--- src/rtl/seq_memory_game.sv ---
// ----------------------------------------------------------------------------
// seq_memory_game: LFSR-driven memory game: generate, show, collect, check.
// Rev 1.0
// ----------------------------------------------------------------------------
`default_nettype none

module seq_memory_game #(
  parameter int          NUM_KEYS   = 4,
  parameter int          SEQ_LEN    = 7,
  parameter int          MAX_LIVES  = 3,
  parameter int          NUM_LEVELS = 5,
  parameter int          SHOW_BASE  = 16,
  parameter int          SHOW_STEP  = 2,
  parameter int          SHOW_MIN   = 4,
  parameter int          BLANK_CYC  = 4,
  parameter logic [15:0] LFSR_SEED  = 16'hACE1,
  localparam int         KW  = ($clog2(NUM_KEYS) > 1) ? $clog2(NUM_KEYS) : 1,
  localparam int         LW  = $clog2(NUM_LEVELS + 1),
  localparam int         LVW = $clog2(MAX_LIVES + 1)
) (
  input  logic                clk,
  input  logic                reset,
  input  logic [NUM_KEYS-1:0] keys,
  input  logic                start,
  input  logic                show_again,
  input  logic                restart,
  output logic                show_valid,
  output logic [KW-1:0]       show_sym,
  output logic                clear,
  output logic                ready,
  output logic [LW-1:0]       level,
  output logic [LVW-1:0]      lives,
  output logic                victory,
  output logic                game_over
);

  localparam int IW    = (SEQ_LEN > 1) ? $clog2(SEQ_LEN) : 1;
  localparam int TMAX0 = (SHOW_BASE > SHOW_MIN) ? SHOW_BASE : SHOW_MIN;
  localparam int TMAX  = (TMAX0 > BLANK_CYC) ? TMAX0 : BLANK_CYC;
  localparam int TW    = $clog2(TMAX + 1);

  typedef enum logic [2:0] {
    S_IDLE, S_GEN, S_SHOW, S_BLANK, S_INPUT, S_CHECK, S_VICTORY, S_OVER
  } state_t;

  state_t              state_q, state_d;
  logic [15:0]         lfsr_q, lfsr_d;
  logic [NUM_KEYS-1:0] keys_q, keys_d;
  logic [KW-1:0]       seq_q [SEQ_LEN];
  logic [KW-1:0]       seq_d [SEQ_LEN];
  logic [KW-1:0]       in_q  [SEQ_LEN];
  logic [KW-1:0]       in_d  [SEQ_LEN];
  logic [IW-1:0]       idx_q, idx_d, cnt_q, cnt_d;
  logic [TW-1:0]       timer_q, timer_d;
  logic [LW-1:0]       level_q, level_d;
  logic [LVW-1:0]      lives_q, lives_d;
  logic                credit_q, credit_d;
  logic                show_valid_q, show_valid_d, clear_q, clear_d, ready_q, ready_d;
  logic                victory_q, victory_d, game_over_q, game_over_d;
  logic [KW-1:0]       show_sym_q, show_sym_d;

  logic                lfsr_fb, press, match;
  logic [NUM_KEYS-1:0] rise;
  logic [KW-1:0]       press_sym, gen_sym;
  logic [TW-1:0]       show_last;
  int                  show_dec;

  assign lfsr_fb = lfsr_q[0] ^ lfsr_q[2] ^ lfsr_q[3] ^ lfsr_q[5];
  assign gen_sym = KW'(32'(lfsr_q[KW-1:0]) % NUM_KEYS);

  // A press is a fresh edge on one key while every other key is released.
  assign rise  = keys & ~keys_q;
  assign press = $onehot(keys) && (rise == keys);

  always_comb begin
    press_sym = '0;
    for (int k = 0; k < NUM_KEYS; k++) begin
      if (keys[k]) press_sym = KW'(k);
    end
  end

  always_comb begin
    match = 1'b1;
    for (int i = 0; i < SEQ_LEN; i++) begin
      if (in_q[i] != seq_q[i]) match = 1'b0;
    end
  end

  always_comb begin
    show_dec = (int'(level_q) - 1) * SHOW_STEP;
    if (SHOW_BASE - show_dec > SHOW_MIN) show_last = TW'(SHOW_BASE - show_dec - 1);
    else                                 show_last = TW'(SHOW_MIN - 1);
  end

  always_comb begin
    state_d  = state_q;
    lfsr_d   = {lfsr_fb, lfsr_q[15:1]};
    keys_d   = keys;
    seq_d    = seq_q;
    in_d     = in_q;
    idx_d    = idx_q;
    cnt_d    = cnt_q;
    timer_d  = timer_q;
    level_d  = level_q;
    lives_d  = lives_q;
    credit_d = credit_q;

    if (restart) begin
      state_d  = S_IDLE;
      keys_d   = '0;
      idx_d    = '0;
      cnt_d    = '0;
      timer_d  = '0;
      level_d  = LW'(1);
      lives_d  = LVW'(MAX_LIVES);
      credit_d = 1'b1;
    end else begin
      case (state_q)
        S_IDLE: begin
          if (start) begin
            state_d = S_GEN;
            idx_d   = '0;
          end
        end
        S_GEN: begin
          seq_d[idx_d] = gen_sym;
          if (idx_q == IW'(SEQ_LEN - 1)) begin
            state_d = S_SHOW;
            idx_d   = '0;
            timer_d = '0;
          end else begin
            idx_d = idx_q + IW'(1);
          end
        end
        S_SHOW: begin
          if (timer_q == show_last) begin
            state_d = S_BLANK;
            timer_d = '0;
          end else begin
            timer_d = timer_q + TW'(1);
          end
        end
        S_BLANK: begin
          if (timer_q == TW'(BLANK_CYC - 1)) begin
            timer_d = '0;
            if (idx_q == IW'(SEQ_LEN - 1)) begin
              state_d = S_INPUT;
              cnt_d   = '0;
            end else begin
              state_d = S_SHOW;
              idx_d   = idx_q + IW'(1);
            end
          end else begin
            timer_d = timer_q + TW'(1);
          end
        end
        S_INPUT: begin
          // A granted replay request wins over a press in the same cycle.
          if (show_again && credit_q) begin
            credit_d = 1'b0;
            cnt_d    = '0;
            idx_d    = '0;
            timer_d  = '0;
            state_d  = S_SHOW;
          end else if (press) begin
            in_d[cnt_q] = press_sym;
            if (cnt_q == IW'(SEQ_LEN - 1)) begin
              state_d = S_CHECK;
              cnt_d   = '0;
            end else begin
              cnt_d = cnt_q + IW'(1);
            end
          end
        end
        S_CHECK: begin
          if (match) begin
            if (level_q == LW'(NUM_LEVELS)) begin
              state_d = S_VICTORY;
            end else begin
              level_d  = level_q + LW'(1);
              credit_d = 1'b1;
              idx_d    = '0;
              state_d  = S_GEN;
            end
          end else begin
            if (lives_q != '0) lives_d = lives_q - LVW'(1);
            if (lives_q <= LVW'(1)) begin
              state_d = S_OVER;
            end else begin
              cnt_d   = '0;
              state_d = S_INPUT;
            end
          end
        end
        S_VICTORY: state_d = S_VICTORY;
        S_OVER:    state_d = S_OVER;
        default:   state_d = S_IDLE;
      endcase
    end

    show_valid_d = (state_d == S_SHOW);
    show_sym_d   = show_valid_d ? seq_d[idx_d] : '0;
    clear_d      = (state_d == S_IDLE) || (state_d == S_BLANK) || (state_d == S_OVER);
    ready_d      = (state_d == S_INPUT);
    victory_d    = (state_d == S_VICTORY);
    game_over_d  = (state_d == S_OVER);
  end

  always_ff @(posedge clk) begin
    if (reset) begin
      state_q      <= S_IDLE;
      lfsr_q       <= LFSR_SEED;
      keys_q       <= '0;
      seq_q        <= '{default: '0};
      in_q         <= '{default: '0};
      idx_q        <= '0;
      cnt_q        <= '0;
      timer_q      <= '0;
      level_q      <= LW'(1);
      lives_q      <= LVW'(MAX_LIVES);
      credit_q     <= 1'b1;
      show_valid_q <= 1'b0;
      show_sym_q   <= '0;
      clear_q      <= 1'b1;
      ready_q      <= 1'b0;
      victory_q    <= 1'b0;
      game_over_q  <= 1'b0;
    end else begin
      state_q      <= state_d;
      lfsr_q       <= lfsr_d;
      keys_q       <= keys_d;
      seq_q        <= seq_d;
      in_q         <= in_d;
      idx_q        <= idx_d;
      cnt_q        <= cnt_d;
      timer_q      <= timer_d;
      level_q      <= level_d;
      lives_q      <= lives_d;
      credit_q     <= credit_d;
      show_valid_q <= show_valid_d;
      show_sym_q   <= show_sym_d;
      clear_q      <= clear_d;
      ready_q      <= ready_d;
      victory_q    <= victory_d;
      game_over_q  <= game_over_d;
    end
  end

  assign show_valid = show_valid_q;
  assign show_sym   = show_sym_q;
  assign clear      = clear_q;
  assign ready      = ready_q;
  assign level      = level_q;
  assign lives      = lives_q;
  assign victory    = victory_q;
  assign game_over  = game_over_q;

endmodule

`default_nettype wire
--- config.mk ---
export PLATFORM = sky130hd
export DESIGN_NAME = seq_memory_game
export DESIGN_NICKNAME = d
export VERILOG_FILES = /design/src/rtl/seq_memory_game.sv
export SDC_FILE = /design/constraint.sdc
export NUM_CORES = 1
export LEC_CHECK = 0
export BUFFER_PORTS_ARGS = -buffer_cell sky130_fd_sc_hd__buf_4
export CAP_MARGIN = 40
export CORE_ASPECT_RATIO = 0.6
export CORE_MARGIN = 5
export CORE_UTILIZATION = 30
export CTS_CLUSTER_SIZE = 16
export DETAILED_ROUTE_END_ITERATION = 10
export GPL_ROUTABILITY_DRIVEN = 0
export SLEW_MARGIN = 20
export SYNTH_ARGS = -nofsm -noshare
export SYNTH_HDL_FRONTEND = slang
export SYNTH_SLANG_ARGS = --single-unit
--- constraint.sdc ---
create_clock -name clk -period 6.4 [get_ports clk]
set_input_delay 0.64 -clock clk [delete_from_list [all_inputs] [get_ports clk]]
set_output_delay 0.64 -clock clk [all_outputs]
set_load 0.01 [all_outputs]
==> results of run 1 <==
-- cells in the mapped netlist, drive strengths merged, types with 3 or more instances --
library cell	count
and2	5
nand3b	4
and3	9
a21oi	25
a211oi	7
o31a	3
nor3b	4
nand2b	4
nor3	13
o21ai	25
clkbuf	20
nor2b	14
xnor2	5
and4	3
o211ai	3
a21o	4
a22oi	3
o21a	5
nor4	8
nand2	36
a311oi	6
inv	16
or3	5
dfxtp	75
nand4	5
ha	13
mux2i	21
nor2	55
or2	11
o31ai	4
a211o	4
xor2	19
o41ai	3
nand3	15
buf	7
-- flip-flops by register name (all words and copies together), names as in the netlist, 2 cells and up --
| signal | count |
|---|---|
| idx_q | 3 |
| state_q | 3 |
| lives | 2 |
| cnt_q | 3 |
| lfsr_q | 16 |
| level | 3 |
| show_sym | 2 |
| seq_q | 14 |
| timer_q | 5 |
| keys_q | 4 |
| in_q | 14 |
-- path summary, 6_finish.rpt --
| kind | cells past startpoint | startpoint | slack, ns | endpoint |
|---|---|---|---|---|
| worst min register to register | 1 | lfsr_q[11] | 0.41 | lfsr_q[10] |
| worst max-delay path | 12 | idx_q[0] | 2.66 | show_sym[0] |
| worst max register to register | 12 | idx_q[0] | 2.66 | show_sym[0] |
| worst min-delay path | 1 | lfsr_q[11] | 0.41 | lfsr_q[10] |
-- routing by layer --
metal | global-route usage | vias to the layer above | wire, um
met3 | 0.0384 | 11 | 713
met1 | 0.199 | 1664 | 5670
li1 | - | 1772 | -
met2 | 0.173 | 130 | 3960
met4 | 0.0295 | 0 | 87
met5 | 0 | - | 0
-- worst register-to-register path: stages, from the launching register on --
cell	delay, ns
dfxtp_1	0.57
inv_1	0.34
ha_1	0.37
nand2_1	0.11
ha_1	0.22
nand4bb_1	0.18
mux2i_1	0.24
nor2_1	0.13
a21oi_1	0.48
nand2_1	0.24
a31o_1	0.23
o31a_1	0.27
a211oi_1	0.25
-- area by class of cell --
cell class,instances,share of cell area
Clock buffer,9,0.0476
Clock inverter,6,0.0244
Inverter,16,0.0127
Multi-Input combinational cell,372,0.520
Sequential cell,75,0.318
Tap cell,175,0.0463
Timing Repair Buffer,20,0.0318
-- cells in the final DEF (no fill, tap or decap), types with 3 or more instances in the layout --
| master | n |
|---|---|
| and3_1 | 9 |
| o21a_1 | 4 |
| xnor2_1 | 5 |
| bufinv_16 | 3 |
| o41ai_1 | 3 |
| nor2_1 | 55 |
| inv_1 | 16 |
| a22oi_1 | 3 |
| nor3_1 | 12 |
| nor3b_1 | 4 |
| nor2b_1 | 14 |
| or3_1 | 5 |
| a21oi_1 | 25 |
| o211ai_1 | 3 |
| mux2i_1 | 21 |
| nand3b_1 | 4 |
| o21ai_1 | 4 |
| nand4_1 | 5 |
| or2_1 | 3 |
| xor2_1 | 19 |
| nor4_1 | 8 |
| a211oi_1 | 6 |
| nand3_1 | 15 |
| nand2_1 | 36 |
| buf_4 | 20 |
| o31ai_1 | 4 |
| or2_2 | 8 |
| o31a_1 | 3 |
| nand2b_1 | 4 |
| a21o_1 | 4 |
| a311oi_1 | 6 |
| dfxtp_1 | 75 |
| o21ai_0 | 21 |
| ha_1 | 13 |
| and2_1 | 5 |
| a211o_1 | 4 |
| clkbuf_16 | 9 |
-- per-stage QoR --
stage	power [uW]	worst slack, ns
6_report	1110	2.66
5_1_grt	1150	2.26
4_1_cts	1130	2.75
3_5_place_dp	544	2.74
3_3_place_gp	542	3.00
2_1_floorplan	527	3.10
-- power breakdown --
| group | internal, uW | switching, uW | total [uW] |
|---|---|---|---|
| registers | 476 | 6.41 | 482 |
| logic | 19.0 | 33.3 | 52.3 |
| clock network | 380 | 198 | 578 |
-- kinds of logic after synthesis --
family / count (synthesis) / synth area share
and+or+nand+nor: 204 / 0.264
AOI/OAI and AO/OA: 108 / 0.181
DFF: 75 / 0.363
buffers and inverters: 43 / 0.0427
xor gates and xnor gates: 24 / 0.0508
muxes: 22 / 0.0536
adders and majority gates: 14 / 0.0442
==> impl_metrics.tcl, run 1 <==
set metrics [dict create \
    crit_path_end_kind "register" \
    placed_cell_area_sq_um 4390 \
    h-tree-depth 3 \
    grt_use_total 0.129 \
    dp_cells 658 \
    antennaDiodeCount 0 \
    synth_warnings 0 \
    cp_top_family "compound AO/OA/AOI/OAI gates" \
    die_y_um 101 \
    slew_headroom 0.556 \
    synthTopCellsByArea "dfxtp_1, mux2i_1, nor2_1" \
    pin_count 21 \
    setup_tns_ns 0 \
    finClkSkew_ns 0.00827 \
    rsz0062_at_grt "no" \
    num_vias 3577 \
    clk_pin_slew_worst_paths_ns 0.06 \
    netlist-cell-type-count 68 \
    crit_chain "inv_1, ha_1, nand2_1, ha_1, nand4bb_1, mux2i_1, nor2_1, a21oi_1, nand2_1, a31o_1, o31a_1, a211oi_1" \
    worst_hold_slack_ns 0.407 \
    status "completed" \
    wl_per_cell_um 15.5 \
    fin_crit_sh 0.584 \
    firstDrtPassIters 5 \
    avgSynthCellArea_sq_um 8.44 \
    cts_buffer_depth 2 \
    drive_above_1_share 0.106 \
    slew_viol_final 0 \
    final_cells 673 \
    final_util 0.348 \
    dpl.hpwl_mm 7.53 \
    antenna_found_initial 0 \
    die_area_sq_um 16300 \
    drcViolationCount 0 \
    cts_root_buffer "clkbuf_16" \
    synth-edff-count 0 \
    grt_pass1_vias 3233 \
    synth_cells 490 \
    syn_area_sq_um 4130 \
    worstPathRequired_ns 6.64 \
    drt_iter0_drc 334 \
    synthFlopType "dfxtp_1" \
    ctsResizeCount 0 \
    fill_cells 1369 \
    maxCapViolations 0 \
    post_cts_buffers 0 \
    critPathBufInv 1 \
    clock-sinks 75 \
    ys_seq_area_frac 0.363 \
    cts_tree "built" \
    portBuffers 20 \
    worstPathMaxFanout 15 \
    nets 517 \
    worst_pin_slew_ns 0.661 \
    yosysTopAreaCellShare 0.363 \
    cpPeakStageDelay_ns 0.57 \
    yosys.area.top_type "dfxtp_1" \
    initial_core_util 0.304 \
    synth_nets 513 \
    slowest_stage "dfxtp_1" \
    max_freq_mhz 268 \
    power_density_nw_per_um2 235 \
    grt_max_degree 50 \
    worstSetupPathType "reg2reg" \
    grt_pass1_wl_mm 17.0 \
    ant_nets 0 \
    grt_overflow 0 \
    synth_seq_cells 75 \
    min_path_type "reg2reg" \
    via_per_inst 5.32 \
    arrival_ns 3.98 \
    cp-start-kind "register" \
    core-area_sq_um 13600 \
    finalHoldViolations 0 \
    ys_async_sr_fraction 0 \
    setup_violations 0 \
    areaGrowthSynthToFinish_pct 14.3 \
    ff_latch_area_sq_um 1500 \
    fp-row-count 33 \
    fin_area_sq_um 4730 \
    cts_hold_buf 0 \
    ir_worst_vdd_mv 0.152 \
    cts_buffers 9 \
    clk_latency_ns 0.33 \
    routed_wl_mm 10.4 \
    power_leakage_uw 0.00191 \
    die_x_um 162 \
    final.min_clock_period_ns 3.74 \
    multi_input_area_sq_um 2460 \
]
Note: power is estimated with default switching activity, not from simulation.
==> run 2, diff against run 1 <==
--- a/config.mk
+++ b/config.mk
@@ -5,6 +5,7 @@
 export SDC_FILE = /design/constraint.sdc
 export NUM_CORES = 1
 export LEC_CHECK = 0
+export ABC_AREA = 1
 export BUFFER_PORTS_ARGS = -buffer_cell sky130_fd_sc_hd__buf_4
 export CAP_MARGIN = 40
 export CORE_ASPECT_RATIO = 0.6
==> constraint.sdc (replaced) <==
create_clock -name clk -period 3.32 [get_ports clk]
set_input_delay 0.332 -clock clk [delete_from_list [all_inputs] [get_ports clk]]
set_output_delay 0.332 -clock clk [all_outputs]
set_load 0.01 [all_outputs]
==> impl_metrics.tcl, run 2 <==
set metrics [dict create \
    status "completed" \
    cts_buffer_depth 2 \
    num_vias 3481 \
    wl_met2_mm 3.47 \
    min_path_type "in2reg" \
    dp_cells 739 \
    yosysTopAreaCellShare 0.390 \
    ir_worst_vdd_mv 0.216 \
    power.share.switching 0.252 \
    top_regs "lfsr_q (16), in_q (14), seq_q (14)" \
    maxCapViolations 0 \
    die_y_um 97.7 \
    grt_pass1_vias 3133 \
    net-switching-power_uw 496 \
    ant_nets 0 \
    cp_top_family "simple AND/OR/NAND/NOR gates" \
    power_leakage_uw 0.00206 \
    synthFlopType "dfxtp_1" \
    cpMostUsedCell "nand2_1" \
    rsz0062_at_grt "no" \
    worst_pin_slew_ns 0.499 \
    avgSynthCellArea_sq_um 6.91 \
    setup_violations 0 \
    slowest_stage "fa_1" \
    yosys.area.top_type "dfxtp_1" \
    die_x_um 156 \
    drcViolationCount 0 \
    top_register "lfsr_q" \
    max_freq_mhz 375 \
    dpl.hpwl_mm 7.12 \
    combPwrFrac 0.056 \
    pin_count 21 \
    setup_tns_ns 0 \
    netlist-cell-type-count 40 \
    initial_core_util 0.303 \
    core-area_sq_um 12700 \
    p_clk_frac 0.472 \
    nets 603 \
    grt_pass1_wl_mm 15.6 \
    ctsResizeCount 0 \
    clk_pin_slew_worst_paths_ns 0.06 \
    drt_iter0_drc 291 \
    post_cts_buffers 0 \
    portBuffers 20 \
    ys_async_sr_fraction 0 \
    die_area_sq_um 15300 \
    grt_use_total 0.128 \
    synth_nets 580 \
    cpPeakStageDelay_ns 0.53 \
    cts_buffers 9 \
    synth_seq_cells 75 \
    synth_cells 557 \
    finalHoldViolations 0 \
    wl_per_cell_um 12.3 \
    cts_tree "built" \
    yosysMostFrequentCell "nand2_1" \
    largest_register_ff_count 16 \
    seqPwrFrac 0.471 \
    antennaDiodeCount 0 \
    crit_chain "buf_4, inv_1, fa_1, inv_1, ha_1, ha_1, nand3b_1, a21oi_1, nand4_1, nor3b_1, nor2_1, nand2_1, inv_1, nand2_1, nand2_2, nand2_1, inv_2, nand2_1, nor2_2" \
    synth_top_cells_by_count "nand2_1, nor2_1, inv_1, dfxtp_1" \
    slew_viol_final 0 \
    slew_headroom 0.667 \
    final.min_clock_period_ns 2.66 \
    clock-sinks 75 \
    worstPathRequired_ns 3.56 \
    worstPathMaxFanout 6 \
    firstDrtPassIters 5 \
    final_cells 755 \
    arrival_ns 2.90 \
    hold_depth 3 \
    power_density_nw_per_um2 441 \
    reg2reg_depth 16 \
    highest_layer "met4" \
    drive_above_1_share 0.123 \
    crit_path_end_kind "register" \
    cp-start-kind "input port" \
    final_common_cell "nand2_1" \
    fin_crit_sh 0.803 \
    grt_overflow 0 \
    wl_met1_mm 5.08 \
    synthTopCellsByArea "dfxtp_1, nand2_1, nor2_1" \
    areaGrowthSynthToFinish_pct 15.8 \
    cellInternalPower_uw 1470 \
    fill_cells 1344 \
    via_per_inst 4.61 \
    final_cell_mix "nand2_1, nor2_1, inv_1, dfxtp_1" \
    ys_seq_area_frac 0.390 \
    crit_cells 19 \
    critPathBufInv 5 \
    cts_root_buffer "clkbuf_16" \
    cts_hold_buf 0 \
    finClkSkew_ns 0.00732 \
    synth_warnings 0 \
    worstSetupPathType "in2reg" \
    synth-edff-count 0 \
    h-tree-depth 3 \
    antenna_found_initial 0 \
    grt_max_degree 40 \
    wl_met3_um 654 \
    clk_latency_ns 0.34 \
    fp-row-count 32 \
    routed_wl_mm 9.31 \
    syn_area_sq_um 3850 \
]
==> run 2: cell count changes after synthesis, moves of 7 or more <==
cell / change
nand2_1: +84
inv_1: +63
nor2_1: +27
nand3_1: +21
mux2i_1: -20
o21ai_0: +15
clkbuf_1: -14
nor2b_1: -14
xor2_1: -14
and3_1: -7
inv_2: +7
nor4_1: -7
==> run 2: path summary, 6_finish.rpt <==
kind,start,slack [ns],endpoint
max,keys[0],0.66,show_sym[1]
min,keys[0],0.26,keys_q[0]
max reg2reg,level[0],0.83,show_sym[1]
min reg2reg,lfsr_q[9],0.41,lfsr_q[8]
==> run 2: per-layer routing <==
layer,GRT usage,up-vias
li1,-,1812
met4,0.0347,0
met2,0.166,86
met1,0.199,1572
met5,0,-
met3,0.0405,11
==> run 2: worst min-delay path, stage by stage <==
cell and delay (ns):
buf_4 0.09, inv_1 0.06, nor2_1 0.09
==> run 2: stage by stage <==
| step | hold slack, ns | util | area, sq um | power [uW] | setup slack, ns |
|---|---|---|---|---|---|
| 2_1_floorplan | 0.388 | - | 3850 | 1020 | 0.754 |
| 3_3_place_gp | 0.389 | 0.329 | 4170 | 1050 | 0.369 |
| 3_5_place_dp | 0.396 | 0.329 | 4170 | 1060 | 0.316 |
| 4_1_cts | 0.255 | 0.351 | 4450 | 1990 | 0.681 |
| 5_1_grt | 0.282 | 0.351 | 4450 | 2040 | 0.373 |
| 6_report | 0.263 | 0.351 | 4450 | 1960 | 0.655 |
==> run 2: final cells by class <==
class | count | area [sq um] | share of cell area
clock inverters | 7 | 57.6 | 0.0129
repair buffers | 20 | 150 | 0.0337
inverters | 86 | 323 | 0.0725
multi-input cells | 388 | 1980 | 0.445
flip-flops and latches | 75 | 1500 | 0.337
clock buffers | 9 | 225 | 0.0506
well taps | 170 | 213 | 0.0478
==> run 2: kinds of logic after synthesis <==
logic type	after synthesis	synth area share
AND/OR/NAND/NOR	281	0.322
flip-flops	75	0.390
multiplexers	1	0.00260
XOR/XNOR	11	0.0270
AO/OA/AOI/OAI	81	0.117
buffers and inverters	94	0.0940
adder cells (fa/ha/maj)	14	0.0475
==> run 2: power by group through the flow <==
| stage | combinational (uW) | sequential (uW) | clock (uW) |
|---|---|---|---|
| 2_1_floorplan | 74.6 | 943 | 0 |
| 3_3_place_gp | 107 | 945 | 0 |
| 3_5_place_dp | 110 | 946 | 0 |
| 4_1_cts | 111 | 926 | 953 |
| 5_1_grt | 127 | 927 | 989 |
| 6_report | 111 | 926 | 928 |
